<file path="config.mk">
export PLATFORM = sky130hd
export DESIGN_NAME = reversi_mul_arbiter_flat
export DESIGN_NICKNAME = d
export VERILOG_FILES = /design/src/rtl/reversi_accel_pkg.sv /design/src/rtl/reversi_mul_arbiter_if.sv /design/src/rtl/reversi_accel_mul_mul_16ns_12s_28_4_1.sv /design/src/rtl/reversi_rr_arbiter.sv /design/src/rtl/reversi_mul_arbiter.sv /design/src/flat_wrapper.sv
export SDC_FILE = /design/constraint.sdc
export NUM_CORES = 1
export LEC_CHECK = 0
export ABC_AREA = 1
export CORE_AREA = 8 8 145 147
export DETAILED_ROUTE_END_ITERATION = 12
export DIE_AREA = 0 0 153 155
export PLACE_DENSITY = 0.83
export REMOVE_ABC_BUFFERS = 1
export SLEW_MARGIN = 20
export SYNTH_ARGS = -nofsm -noshare
export SYNTH_HDL_FRONTEND = slang
export SYNTH_SLANG_ARGS = --single-unit
</file>
<file path="constraint.sdc">
create_clock -name clk -period 11 [get_ports clk]
set_clock_uncertainty 0.05 [all_clocks]
set_input_delay 1.1 -clock clk [delete_from_list [all_inputs] [get_ports clk]]
set_output_delay 1.1 -clock clk [all_outputs]
set_load 0.01 [all_outputs]
</file>
<file path="src/rtl/reversi_accel_pkg.sv">
// Shared constants for the reversi evaluation accelerator's multiplier datapath.
// Also holds the modulo-wrap helper used by the round-robin logic.
package reversi_accel_pkg;

  localparam int MUL_A_W = 16;
  localparam int MUL_B_W = 12;
  localparam int MUL_P_W = 28;
  localparam int MUL_LAT = 3;

  typedef logic [MUL_A_W-1:0] mul_a_t;
  typedef logic [MUL_B_W-1:0] mul_b_t;
  typedef logic [MUL_P_W-1:0] mul_p_t;

  // Wraps an index that is at most 2*n-1 back into 0..n-1 without a divider.
  function automatic int rr_wrap(input int idx, input int n);
    return (idx >= n) ? idx - n : idx;
  endfunction

endpackage

</file>
<file path="src/rtl/reversi_mul_arbiter_if.sv">
// Requester and result channels of the shared multiplier arbiter.
// Handshake: a transfer happens on a rising clk edge where valid and ready are both 1;
// the producer may drop valid without a transfer, and ready may depend combinationally on valid.
interface reversi_mul_arbiter_if
  import reversi_accel_pkg::*;
#(
  parameter int NREQ = 4,
  parameter int IDW  = $clog2(NREQ)
) ();

  logic [NREQ-1:0]         req_valid;
  logic [NREQ-1:0]         req_ready;
  logic [NREQ*MUL_A_W-1:0] req_a;
  logic [NREQ*MUL_B_W-1:0] req_b;
  logic                    res_valid;
  logic                    res_ready;
  logic [IDW-1:0]          res_id;
  logic [MUL_P_W-1:0]      res_data;

  modport master (
    output req_valid, req_a, req_b, res_ready,
    input  req_ready, res_valid, res_id, res_data
  );

  modport slave (
    input  req_valid, req_a, req_b, res_ready,
    output req_ready, res_valid, res_id, res_data
  );

endinterface

</file>
<file path="src/rtl/reversi_accel_mul_mul_16ns_12s_28_4_1.sv">
// Pipelined 16-bit unsigned x 12-bit signed multiplier, three ce-enabled register stages.
// Data registers are deliberately unreset; downstream qualifies dout with its own valid tags.
module reversi_accel_mul_mul_16ns_12s_28_4_1
  import reversi_accel_pkg::*;
(
  input  logic         clk,
  input  logic         reset,
  input  logic         ce,
  input  mul_a_t       din0,
  input  mul_b_t       din1,
  output mul_p_t       dout
);

  mul_a_t                    a_r;
  mul_b_t                    b_r;
  logic signed [MUL_P_W-1:0] a_ext;
  logic signed [MUL_P_W-1:0] b_ext;
  logic signed [MUL_P_W-1:0] prod;
  mul_p_t                    p_r;
  mul_p_t                    dout_r;
  logic                      unused_reset;

  assign unused_reset = reset;

  // A is zero-extended (unsigned), B sign-extended; the true product fits in 28 bits.
  assign a_ext = {{(MUL_P_W-MUL_A_W){1'b0}}, a_r};
  assign b_ext = {{(MUL_P_W-MUL_B_W){b_r[MUL_B_W-1]}}, b_r};
  assign prod  = a_ext * b_ext;

  always_ff @(posedge clk) begin
    if (ce) begin
      a_r    <= din0;
      b_r    <= din1;
      p_r    <= prod;
      dout_r <= p_r;
    end
  end

  assign dout = dout_r;

endmodule

</file>
<file path="src/rtl/reversi_rr_arbiter.sv">
// Round-robin grant over NREQ requesters: search starts at rr_ptr, pointer moves past
// the winner after each completed handshake.
module reversi_rr_arbiter
  import reversi_accel_pkg::*;
#(
  parameter int NREQ = 4,
  parameter int IDW  = $clog2(NREQ)
) (
  input  logic            clk,
  input  logic            reset_n,
  input  logic            en,
  input  logic [NREQ-1:0] req_valid,
  output logic [NREQ-1:0] grant,
  output logic [IDW-1:0]  grant_idx,
  output logic            grant_any,
  output logic [IDW-1:0]  rr_ptr
);

  logic [IDW-1:0] cand;

  always_comb begin
    grant     = '0;
    grant_idx = '0;
    grant_any = 1'b0;
    cand      = '0;
    for (int k = 0; k < NREQ; k++) begin
      cand = IDW'(rr_wrap(int'(rr_ptr) + k, NREQ));
      if (en && !grant_any && req_valid[cand]) begin
        grant[cand] = 1'b1;
        grant_idx   = cand;
        grant_any   = 1'b1;
      end
    end
  end

  // A grant is only ever issued to a valid requester, so grant_any marks a handshake.
  always_ff @(posedge clk or negedge reset_n) begin
    if (!reset_n) begin
      rr_ptr <= '0;
    end else if (grant_any) begin
      rr_ptr <= IDW'(rr_wrap(int'(grant_idx) + 1, NREQ));
    end
  end

endmodule

</file>
<file path="src/rtl/reversi_mul_arbiter.sv">
// Shares one pipelined multiplier among NREQ requesters; a {valid,id} tag pipe runs
// beside the multiplier and the whole pipe freezes while the result channel is stalled.
module reversi_mul_arbiter
  import reversi_accel_pkg::*;
#(
  parameter int NREQ = 4,
  parameter int IDW  = $clog2(NREQ)
) (
  input  logic                  clk,
  input  logic                  reset_n,
  reversi_mul_arbiter_if.slave  bus,
  output logic [IDW-1:0]        dbg_rr_ptr
);

  logic            stall;
  logic            ce;
  logic            arb_en;
  logic [NREQ-1:0] grant;
  logic [IDW-1:0]  grant_idx;
  logic            grant_any;
  mul_a_t          din0;
  mul_b_t          din1;
  mul_p_t          dout;
  logic [MUL_LAT-1:0] tag_v;
  logic [IDW-1:0]     tag_id [MUL_LAT];

  assign stall  = tag_v[MUL_LAT-1] & ~bus.res_ready;
  assign ce     = ~stall;
  // No grants while reset is asserted, so req_ready reads 0 during reset.
  assign arb_en = ce & reset_n;

  reversi_rr_arbiter #(
    .NREQ (NREQ),
    .IDW  (IDW)
  ) u_arb (
    .clk       (clk),
    .reset_n   (reset_n),
    .en        (arb_en),
    .req_valid (bus.req_valid),
    .grant     (grant),
    .grant_idx (grant_idx),
    .grant_any (grant_any),
    .rr_ptr    (dbg_rr_ptr)
  );

  assign bus.req_ready = grant;

  always_comb begin
    din0 = '0;
    din1 = '0;
    for (int i = 0; i < NREQ; i++) begin
      if (grant[i]) begin
        din0 = bus.req_a[MUL_A_W*i +: MUL_A_W];
        din1 = bus.req_b[MUL_B_W*i +: MUL_B_W];
      end
    end
  end

  reversi_accel_mul_mul_16ns_12s_28_4_1 u_mul (
    .clk   (clk),
    .reset (~reset_n),
    .ce    (ce),
    .din0  (din0),
    .din1  (din1),
    .dout  (dout)
  );

  always_ff @(posedge clk or negedge reset_n) begin
    if (!reset_n) begin
      tag_v <= '0;
      for (int s = 0; s < MUL_LAT; s++) begin
        tag_id[s] <= '0;
      end
    end else if (ce) begin
      tag_v     <= {tag_v[MUL_LAT-2:0], grant_any};
      tag_id[0] <= grant_idx;
      for (int s = 1; s < MUL_LAT; s++) begin
        tag_id[s] <= tag_id[s-1];
      end
    end
  end

  assign bus.res_valid = tag_v[MUL_LAT-1];
  assign bus.res_id    = tag_id[MUL_LAT-1];
  assign bus.res_data  = dout;

endmodule

</file>
<file path="src/flat_wrapper.sv">
// flat-port wrapper written by rule: the top's interface ports become plain ports
module reversi_mul_arbiter_flat import reversi_accel_pkg::*;
#(
  parameter int NREQ = 4,
  parameter int IDW  = $clog2(NREQ)
)
  (clk, reset_n, dbg_rr_ptr, bus_req_valid, bus_req_a, bus_req_b, bus_res_ready, bus_req_ready, bus_res_valid, bus_res_id, bus_res_data);
  reversi_mul_arbiter_if #(.NREQ(NREQ), .IDW(IDW)) bus_i ();
  input  logic clk;
  input  logic reset_n;
  output logic [IDW-1:0] dbg_rr_ptr;
  input wire logic [$bits(bus_i.req_valid)-1:0] bus_req_valid;
  input wire logic [$bits(bus_i.req_a)-1:0] bus_req_a;
  input wire logic [$bits(bus_i.req_b)-1:0] bus_req_b;
  input wire logic [$bits(bus_i.res_ready)-1:0] bus_res_ready;
  output wire logic [$bits(bus_i.req_ready)-1:0] bus_req_ready;
  output wire logic [$bits(bus_i.res_valid)-1:0] bus_res_valid;
  output wire logic [$bits(bus_i.res_id)-1:0] bus_res_id;
  output wire logic [$bits(bus_i.res_data)-1:0] bus_res_data;
  assign bus_i.req_valid = bus_req_valid;
  assign bus_i.req_a = bus_req_a;
  assign bus_i.req_b = bus_req_b;
  assign bus_i.res_ready = bus_res_ready;
  assign bus_req_ready = bus_i.req_ready;
  assign bus_res_valid = bus_i.res_valid;
  assign bus_res_id = bus_i.res_id;
  assign bus_res_data = bus_i.res_data;
  reversi_mul_arbiter #(.NREQ(NREQ), .IDW(IDW)) u_core (.clk(clk), .reset_n(reset_n), .bus(bus_i), .dbg_rr_ptr(dbg_rr_ptr));
endmodule
</file>
==> results.json, run 1 <==
{
  "critPathBufInv": 4,
  "grt_usage_pct": 22.0,
  "max-slew-margin-rel_pct": 31.8,
  "cap_violations": 0,
  "worstMarginPinSlew_ps": 1020,
  "drt_first_pass_iters": 8,
  "period_needed_ps": 5490,
  "nets": 1777,
  "core_area_um2": 19000,
  "cp_max_fo": 29,
  "drive_above_1_share_pct": 3.20,
  "crit_chain": "clkdlybuf4s50_1 -> nand2_4 -> inv_2 -> nand4_2 -> nor2_4 -> nand2_1 -> nand2_1 -> buf_4 -> clkdlybuf4s50_1",
  "grt_pass1_vias": 8947,
  "final_common_cell": "nand2_1",
  "gp_congestion": 0.908,
  "ant_nets": 0,
  "viasPerCell": 5.23,
  "vias": 8747,
  "synth_seq_cells": 95,
  "n_antenna_cell": 0,
  "syn_avg_cell_area_um2": 8.35,
  "max_stage_delay_ps": 840,
  "grt_pass1_wl_um": 42300,
  "ctsHoldBuffers": 0,
  "die_w_um": 153,
  "drt-total-wl_um": 25200,
  "port_buffers": 155,
  "hold_path_class": "reg -> reg",
  "fp-row-count": 51,
  "status": "finished, final reports clean",
  "synth_edf_count": 84,
  "cts_inserted_buffers": 9,
  "cp-end-kind": "output pin",
  "grt_start_max_net_pins": 92,
  "fin_crit_sh_pct": 49.9,
  "area_growth_pct": 16.4,
  "yosys.cell_types.count": 37,
  "netlist_area_um2": 11100,
  "rsz0062_at_grt": "false",
  "synthCells": 1325,
  "die_area_um2": 23700,
  "cts.reportedPaths.clkPinSlew_ps": 70,
  "start_util_pct": 58.4,
  "cts_tree": "done",
  "fmax_ghz": 0.182,
  "synthArstFlopShare_pct": 11.6,
  "critPathArrivalTime_ps": 4340,
  "cts_root_buffer": "clkbuf_16",
  "pin_count": 156,
  "die_y_um": 155,
  "drtIter0Drc": 572,
  "htreeDepth": 3,
  "cp-start-kind": "input port",
  "ys_seq_area_share_pct": 25.3,
  "clock_latency_ps": 360,
  "hold_viol": 0,
  "finalSetupViolations": 0,
  "final_cell_count_no_fill": 1674,
  "tns_ps": 0,
  "drv_slew": 0,
  "crit_type": "in -> out",
  "cp_top_family": "buffers and inverters",
  "synth-warning-count": 0,
  "final_cell_mix": "nand2_1, inv_1, clkdlybuf4s50_1",
  "ctsLongestPathBuffers": 2,
  "cts_sinks": 95,
  "wl_per_cell_um": 15.1,
  "synth-main-ff-cell": "edfxtp_1",
  "grt.overflow.total": 0,
  "crit_required_ps": 9850,
  "cts_post_setup_buffers_inserted": 0,
  "antenna_found_initial": 0,
  "dp_cells": 1657,
  "dp_hpwl_um": 20100,
  "preCtsSetupSlack_ps": 5500,
  "drc_errors": 0,
  "setup_ws_ps": 5510,
  "worst_path_max_delay_cell": "clkdlybuf4s50_1",
  "cts_resized": 0
}
final cells by class:
type,instances,area [µm²]
sequential,95,2800
timing repair buffer,160,1610
clock buffer,10,229
fill,1441,6070
tap,238,298
multi-input combinational,879,6830
inverter,286,1080
clock inverter,6,42.5
cells by family (layout without fill, tap and decap cells):
family	count (synthesis)	count (layout)	synth area share (%)
compound gates	114	114	5.39
xor+xnor	25	25	1.98
fa+ha+maj	227	227	35.2
buf+inv	351	462	13.0
flops	95	95	25.3
simple gates	513	513	19.1
Yosys cell counts, types with 3 or more instances:
library cell,n,area (µm²)
xor2_1,16,140
buf_4,10,75.1
fa_1,141,2820
nor3_1,4,20.0
a21oi_1,82,410
a21o_1,3,22.5
buf_2,6,30.0
nand2_1,370,1390
xnor2_1,9,78.8
buf_6,10,113
nand2_2,6,37.5
nand3_1,48,240
nand3_2,3,30.0
clkbuf_1,38,143
nor2_4,3,33.8
edfxtp_1,84,2520
dfrtp_1,11,275
inv_1,282,1060
ha_1,86,1080
or2_2,5,31.3
nand4_1,3,18.8
nor2_1,62,233
o21ai_0,22,110
per-layer routing:
layer	track usage (%)	vias up	wire length [µm]
li1	-	4209	-
met1	26.6	4133	10100
met2	37.2	362	12100
met3	6.77	43	2470
met4	6.74	0	516
met5	0	-	0
stage by stage:
step           instance area [µm²]  util (%)  hold WS, ps
6_report                     12900      68.0          369
3_3_place_gp                 12600      66.4          350
4_1_cts                      12900      67.8          371
5_1_grt                      12900      68.0          376
3_5_place_dp                 12600      66.4          355
2_1_floorplan                10700         -          350
worst paths after layout:
check	start	end	slack, ps	cells past startpoint
hold / removal	u_core.u_mul.p_r[9]$_DFFE_PN_	u_core.u_mul.dout[9]$_DFFE_PN_	370	0
max in group asynchronous	reset_n	u_core.tag_v[0]$_DFFE_PN0N_	9470	1
setup reg to reg	u_core.u_mul.b_r[7]$_DFFE_PN_	u_core.u_mul.p_r[24]$_DFFE_PN_	5640	18
hold reg to reg	u_core.u_mul.p_r[9]$_DFFE_PN_	u_core.u_mul.dout[9]$_DFFE_PN_	370	0
min in group asynchronous	reset_n	u_core.u_arb.rr_ptr[1]$_DFFE_PN0P_	1050	1
setup / recovery	reset_n	bus_req_ready[2]	5510	9
worst reg2reg max path, cell delays in order (launching register included):
cell	delay [ps]
edfxtp_1	780
nand2_1	180
fa_1	550
inv_1	60
fa_1	560
fa_1	430
fa_1	490
inv_1	50
fa_1	470
inv_1	40
ha_1	340
nand2_1	130
nor2_1	150
inv_1	90
nor3_1	260
nand3_1	120
nand3_1	140
a21oi_1	100
xnor2_1	130
sequential cells by signal, indices dropped and copies added, names as in the netlist:
register,count
u_core.tag_id,4
u_core.bus.res_id,2
u_core.u_arb.rr_ptr,2
u_core.u_mul.a_r,16
u_core.u_mul.b_r,12
u_core.u_mul.dout,28
u_core.tag_v,3
u_core.u_mul.p_r,28
Power of run 1 is not shown: default switching activity piles up to over one toggle a cycle in this logic, so the estimate is an artifact.
==> run 2: changes to the inputs <==
Settings changed: CORE_AREA 8 8 145 147 to 8 8 155 157, DIE_AREA 0 0 153 155 to 0 0 163 165, PLACE_DENSITY 0.83 to 0.76.
Clock period 11 ns to 4.65 ns, I/O delays scaled along.
==> run 2 against run 1 <==
Against the previous run:
- the flow now finishes with violations (setup timing)
- count of clock-buffer cells in the layout stayed put
- cell count is 11% higher
- global-route usage is 1.8 points lower
- register-to-register slack worse by 6000 ps
- hold slack better by 1.3 ps
- non-clock buffer count is 135 higher
- setup slack worse by 5800 ps
- first-iteration DRC count is 20% lower
- critical path type is now reg -> reg
==> results.json, run 2 (synthesized netlist as in run 1, its figures left out) <==
{
  "die_area_um2": 26900,
  "cp_common_cell": "fa_1",
  "grt_pass1_wl_um": 44300,
  "drt-total-wl_um": 27400,
  "crit_type": "reg -> reg",
  "r2r_cells": 21,
  "vias": 9276,
  "max-slew-margin-rel_pct": 42.4,
  "worstMarginPinSlew_ps": 864,
  "crit_cells": 21,
  "grt_start_max_net_pins": 92,
  "cts_sinks": 95,
  "tns_ps": -2950,
  "setup_ws_ps": -312,
  "rsz0062_at_grt": "true",
  "ctsHoldBuffers": 0,
  "period_needed_ps": 4960,
  "drt_first_pass_iters": 4,
  "n_antenna_cell": 0,
  "fp-row-count": 54,
  "crit_required_ps": 4700,
  "drv_slew": 0,
  "dpl-instance-area_um2": 13500,
  "antenna_found_initial": 0,
  "critPathArrivalTime_ps": 5010,
  "final_common_cell": "nand2_1",
  "hold_path_class": "reg -> reg",
  "wl_met2_um": 13300,
  "htreeDepth": 3,
  "gp_congestion": 0.927,
  "stdcell_area_um2": 14500,
  "fmax_ghz": 0.202,
  "port_buffers": 155,
  "cts.reportedPaths.clkPinSlew_ps": 80,
  "finalSetupViolations": 15,
  "cp-end-kind": "flip-flop",
  "die_w_um": 163,
  "drc_errors": 0,
  "clock_latency_ps": 370,
  "top_layer": "met4",
  "cp-start-kind": "flip-flop",
  "route.met3.wl_um": 1910,
  "wl_per_cell_um": 14.8,
  "dp_hpwl_um": 21100,
  "grt_pass1_vias": 9497,
  "drtIter0Drc": 458,
  "viasPerCell": 5.01,
  "ant_nets": 0,
  "drive_above_1_share_pct": 16.9,
  "start_util_pct": 51.5,
  "crit_chain": "clkinvlp_4 -> or2_4 -> fa_1 -> fa_1 -> inv_1 -> fa_2 -> fa_1 -> inv_1 -> fa_1 -> inv_2 -> ha_4 -> nand2_4 -> inv_2 -> nand2_1 -> nand2_1 -> nand2_1 -> o211ai_1 -> a21oi_2 -> buf_4 -> o21bai_1 -> xor2_1",
  "cts_root_buffer": "clkbuf_16",
  "wl_met1_um": 11400,
  "die_y_um": 165,
  "cp_max_fo": 7,
  "core_area_um2": 21500,
  "nets": 1912,
  "cp_top_family": "adder cells",
  "max_stage_delay_ps": 500,
  "cts_inserted_buffers": 9,
  "final_cell_mix": "nand2_1, inv_1, clkdlybuf4s50_1",
  "violations": "setup timing",
  "grt.overflow.total": 0,
  "status": "complete, but fails checks",
  "hold_viol": 0,
  "area_growth_pct": 30.9,
  "worst_path_max_delay_cell": "fa_1",
  "cts_tree": "done",
  "holdWs_ps": 370,
  "fin_crit_sh_pct": 107,
  "ctsLongestPathBuffers": 2,
  "critPathBufInv": 6,
  "hold_path_depth": 0,
  "pin_count": 156,
  "cap_violations": 0,
  "grt_usage_pct": 20.2
}
run 2: cell count changes in the layout (fill, tap and decap cells not counted), sizes merged:
cell and change:
clkinvlp +1, inv -2, clkbuf +1, clkinv +1, buf +134
run 2: stage by stage:
stage | setup slack [ps] | cells | util, %
2_1_floorplan | -205 | 1260 | -
3_3_place_gp | -306 | 1809 | 62.8
3_5_place_dp | -435 | 1809 | 62.8
4_1_cts | -243 | 1845 | 66.1
5_1_grt | -502 | 1851 | 67.4
6_report | -312 | 1851 | 67.4
run 2: final timing paths:
| check | startpoint | end | slack [ps] |
|---|---|---|---|
| max reg2reg | u_core.u_mul.b_r[11]$_DFFE_PN_ | u_core.u_mul.p_r[21]$_DFFE_PN_ | -310 |
| min | u_core.u_mul.p_r[20]$_DFFE_PN_ | u_core.u_mul.dout[20]$_DFFE_PN_ | 370 |
| min in group asynchronous | reset_n | u_core.tag_v[2]$_DFFE_PN0N_ | 400 |
| min reg2reg | u_core.u_mul.p_r[20]$_DFFE_PN_ | u_core.u_mul.dout[20]$_DFFE_PN_ | 370 |
| max in group asynchronous | reset_n | u_core.bus.res_id[1]$_DFFE_PN0N_ | 3780 |
| max | u_core.u_mul.b_r[11]$_DFFE_PN_ | u_core.u_mul.p_r[21]$_DFFE_PN_ | -310 |
run 2: cell type report:
type / instances / area [µm²]
Clock inverter: 6 / 35.0
Tap cell: 280 / 350
Multi-Input combinational cell: 879 / 7300
Timing Repair Buffer: 295 / 2690
Sequential cell: 95 / 2800
Inverter: 286 / 1080
Clock buffer: 10 / 229
Fill cell: 1696 / 7000
run 2: metal layers:
layer,track usage (%),vias up
met5,0,-
met1,25.4,4428
met3,4.39,59
met2,34.0,310
met4,7.09,0
li1,-,4479
run 2: what timing repair did:
action | in CTS | in global routing
buffers inserted | 20 | 6
resized for setup | 57 | 62
setup endpoints to repair | 15 | 18
pin swaps | 12 | 18
Power of run 2 is left out for the same reason.
==> run 3: changes to the inputs <==
Settings changed: ABC_AREA 1 to default, CORE_AREA 8 8 155 157 to 8 8 152 154, DIE_AREA 0 0 163 165 to 0 0 160 162, PLACE_DENSITY 0.76 to 0.75.
==> run 3 against run 2 <==
Against the previous run:
- the flow still finishes with violations (setup timing)
- first-iteration DRC count fell by 16%
- global-route usage rose by 0.40 points
- hold slack got worse by 0.98 ps
- maximum frequency fell by 8.7%
- non-clock buffer count rose by 9
- sequential cell count did not move
- largest cell class unchanged
- highest routed layer unchanged
==> results.json, run 3 <==
{
  "n_antenna_cell": 0,
  "hold_path_class": "reg -> reg",
  "area_growth_pct": 34.4,
  "cts.reportedPaths.clkPinSlew_ps": 70,
  "period_needed_ps": 5430,
  "ys_top_cells_by_area": "fa_1, edfxtp_1, ha_1",
  "drt_first_pass_iters": 8,
  "crit_type": "reg -> reg",
  "max-slew-margin-rel_pct": 30.5,
  "dp_hpwl_um": 20600,
  "synth_commonest_cells": "inv_1, fa_1, nand2_1",
  "r2r_slack_ps": -780,
  "drive_above_1_share_pct": 22.1,
  "antenna_found_initial": 0,
  "grt_start_max_net_pins": 55,
  "crit_required_ps": 4700,
  "hold_start": "u_core.u_mul.p_r[0]$_DFFE_PN_",
  "fmax_ghz": 0.184,
  "core_area_um2": 20700,
  "setup_ws_ps": -782,
  "worstMarginPinSlew_ps": 1040,
  "rsz0062_at_grt": "true",
  "hold_viol": 0,
  "r2r_end": "u_core.u_mul.p_r[27]$_DFFE_PN_",
  "stdcell_area_um2": 14000,
  "hold_path_depth": 0,
  "pin_count": 156,
  "cts_tree": "done",
  "drc_errors": 0,
  "cts_inserted_buffers": 9,
  "vias": 8183,
  "grt_pass1_vias": 9119,
  "dpl-instance-area_um2": 13000,
  "yosysMostFrequentCell": "inv_1",
  "synth-main-ff-cell": "edfxtp_1",
  "synth_edf_count": 84,
  "grt_usage_pct": 20.6,
  "crit_chain": "buf_4 -> buf_4 -> nor2_2 -> fa_2 -> fa_1 -> fa_2 -> fa_1 -> inv_1 -> fa_1 -> inv_1 -> ha_1 -> buf_4 -> o21a_1 -> o21ai_2 -> a32oi_1 -> o21ai_1 -> buf_4 -> o21ai_4 -> a211o_1 -> a21oi_2 -> xor2_1",
  "yosys.cell_types.count": 57,
  "holdWs_ps": 369,
  "wl_per_cell_um": 16.6,
  "drtIter0Drc": 384,
  "start_util_pct": 50.4,
  "status": "complete, but fails checks",
  "die_w_um": 160,
  "nets": 1629,
  "syn_avg_cell_area_um2": 10.3,
  "cp_max_fo": 6,
  "drt-total-wl_um": 26000,
  "worst_path_max_delay_cell": "fa_1",
  "ys_seq_area_share_pct": 26.9,
  "synth_top_area_share_pct": 27.1,
  "violations": "setup timing",
  "cp_top_family": "adder cells",
  "netlist_area_um2": 10400,
  "max_stage_delay_ps": 530,
  "synth-warning-count": 0,
  "htreeDepth": 3,
  "fin_crit_sh_pct": 117,
  "r2r_cells": 21,
  "fp-row-count": 53,
  "die_area_um2": 25900,
  "viasPerCell": 5.24,
  "critPathBufInv": 6,
  "n_fill_cell": 1533,
  "grt.overflow.total": 0,
  "final_common_cell": "inv_1",
  "synthCells": 1016,
  "cts_sinks": 95,
  "hold-path-endpoint": "u_core.u_mul.dout[0]$_DFFE_PN_",
  "ctsHoldBuffers": 0,
  "cp_common_cell": "buf_4",
  "final_cell_mix": "inv_1, clkdlybuf4s50_1, fa_1",
  "reg2reg_from": "u_core.u_mul.a_r[5]$_DFFE_PN_",
  "die_y_um": 162,
  "synthArstFlopShare_pct": 11.6,
  "drv_slew": 0,
  "yosysTopAreaCell": "fa_1",
  "ant_nets": 0,
  "cp-end-kind": "flip-flop",
  "finalSetupViolations": 15,
  "synth_seq_cells": 95,
  "cp-start-kind": "flip-flop",
  "grt_pass1_wl_um": 43300,
  "critPathArrivalTime_ps": 5490,
  "preCtsSetupSlack_ps": -1160,
  "port_buffers": 155,
  "cap_violations": 0,
  "cts_root_buffer": "clkbuf_16",
  "clock_latency_ps": 360,
  "ctsLongestPathBuffers": 2,
  "gp_congestion": 0.899
}
==> run 3: worst max-delay path by stage <==
| stage | startpoint | end | slack (ps) | cells past startpoint |
|---|---|---|---|---|
| after CTS | u_core.u_mul.b_r[6]$_DFFE_PN_ | u_core.u_mul.p_r[26]$_DFFE_PN_ | -790 | 17 |
| final | u_core.u_mul.a_r[5]$_DFFE_PN_ | u_core.u_mul.p_r[27]$_DFFE_PN_ | -780 | 21 |
| after global placement | u_core.u_mul.b_r[9]$_DFFE_PN_ | u_core.u_mul.p_r[26]$_DFFE_PN_ | -1070 | 19 |
| after detailed placement | u_core.u_mul.a_r[11]$_DFFE_PN_ | u_core.u_mul.p_r[26]$_DFFE_PN_ | -1160 | 21 |
| after floorplan | bus_res_ready | u_core.u_mul.a_r[0]$_DFFE_PN_ | -1340 | 6 |
| after global routing | u_core.u_mul.a_r[7]$_DFFE_PN_ | u_core.u_mul.p_r[24]$_DFFE_PN_ | -980 | 21 |
==> run 3: area by class of cell <==
type / instances / area [µm²] / area share (%)
flip-flops and latches: 95 / 2800 / 20.0
clock buffers: 9 / 225 / 1.61
multi-input cells: 674 / 7080 / 50.5
inverters: 199 / 747 / 5.33
clock inverters: 7 / 40.0 / 0.286
well taps: 275 / 344 / 2.46
repair buffers: 304 / 2780 / 19.8
==> run 3: per-stage QoR <==
stage	utilization [%]	cells	TNS (ps)
6_report	67.7	1563	-8350
5_1_grt	67.7	1563	-11480
4_1_cts	66.3	1551	-7480
3_5_place_dp	62.6	1507	-10560
3_3_place_gp	62.6	1507	-9660
2_1_floorplan	-	968	-43610
==> run 3: logic make-up after synthesis <==
| kind of cell | Yosys count | share of synthesized area, % |
|---|---|---|
| DFF | 95 | 26.9 |
| and+or+nand+nor | 281 | 12.6 |
| adders and majority gates | 227 | 37.4 |
| muxes | 11 | 1.38 |
| buffers and inverters | 247 | 9.25 |
| xor gates and xnor gates | 24 | 2.02 |
| AOI/OAI and AO/OA | 131 | 10.5 |
==> run 3: metal layers <==
layer	vias to the layer above	wire length, µm	part of all wire, %	GRT usage, %
met4	0	882	3.4	8.50
met3	58	1850	7.1	5.77
met2	308	13300	51	37.0
met5	-	0	0	0
met1	4002	9970	38	22.7
li1	3815	-	-	-
==> run 3: repair_timing <==
item / CTS / global route
setup endpoints to repair: 17 / 18
setup buffers: 30 / 13
pin swaps: 36 / 25
gates resized for setup: 77 / 45
Power of run 3 is left out for the same reason.
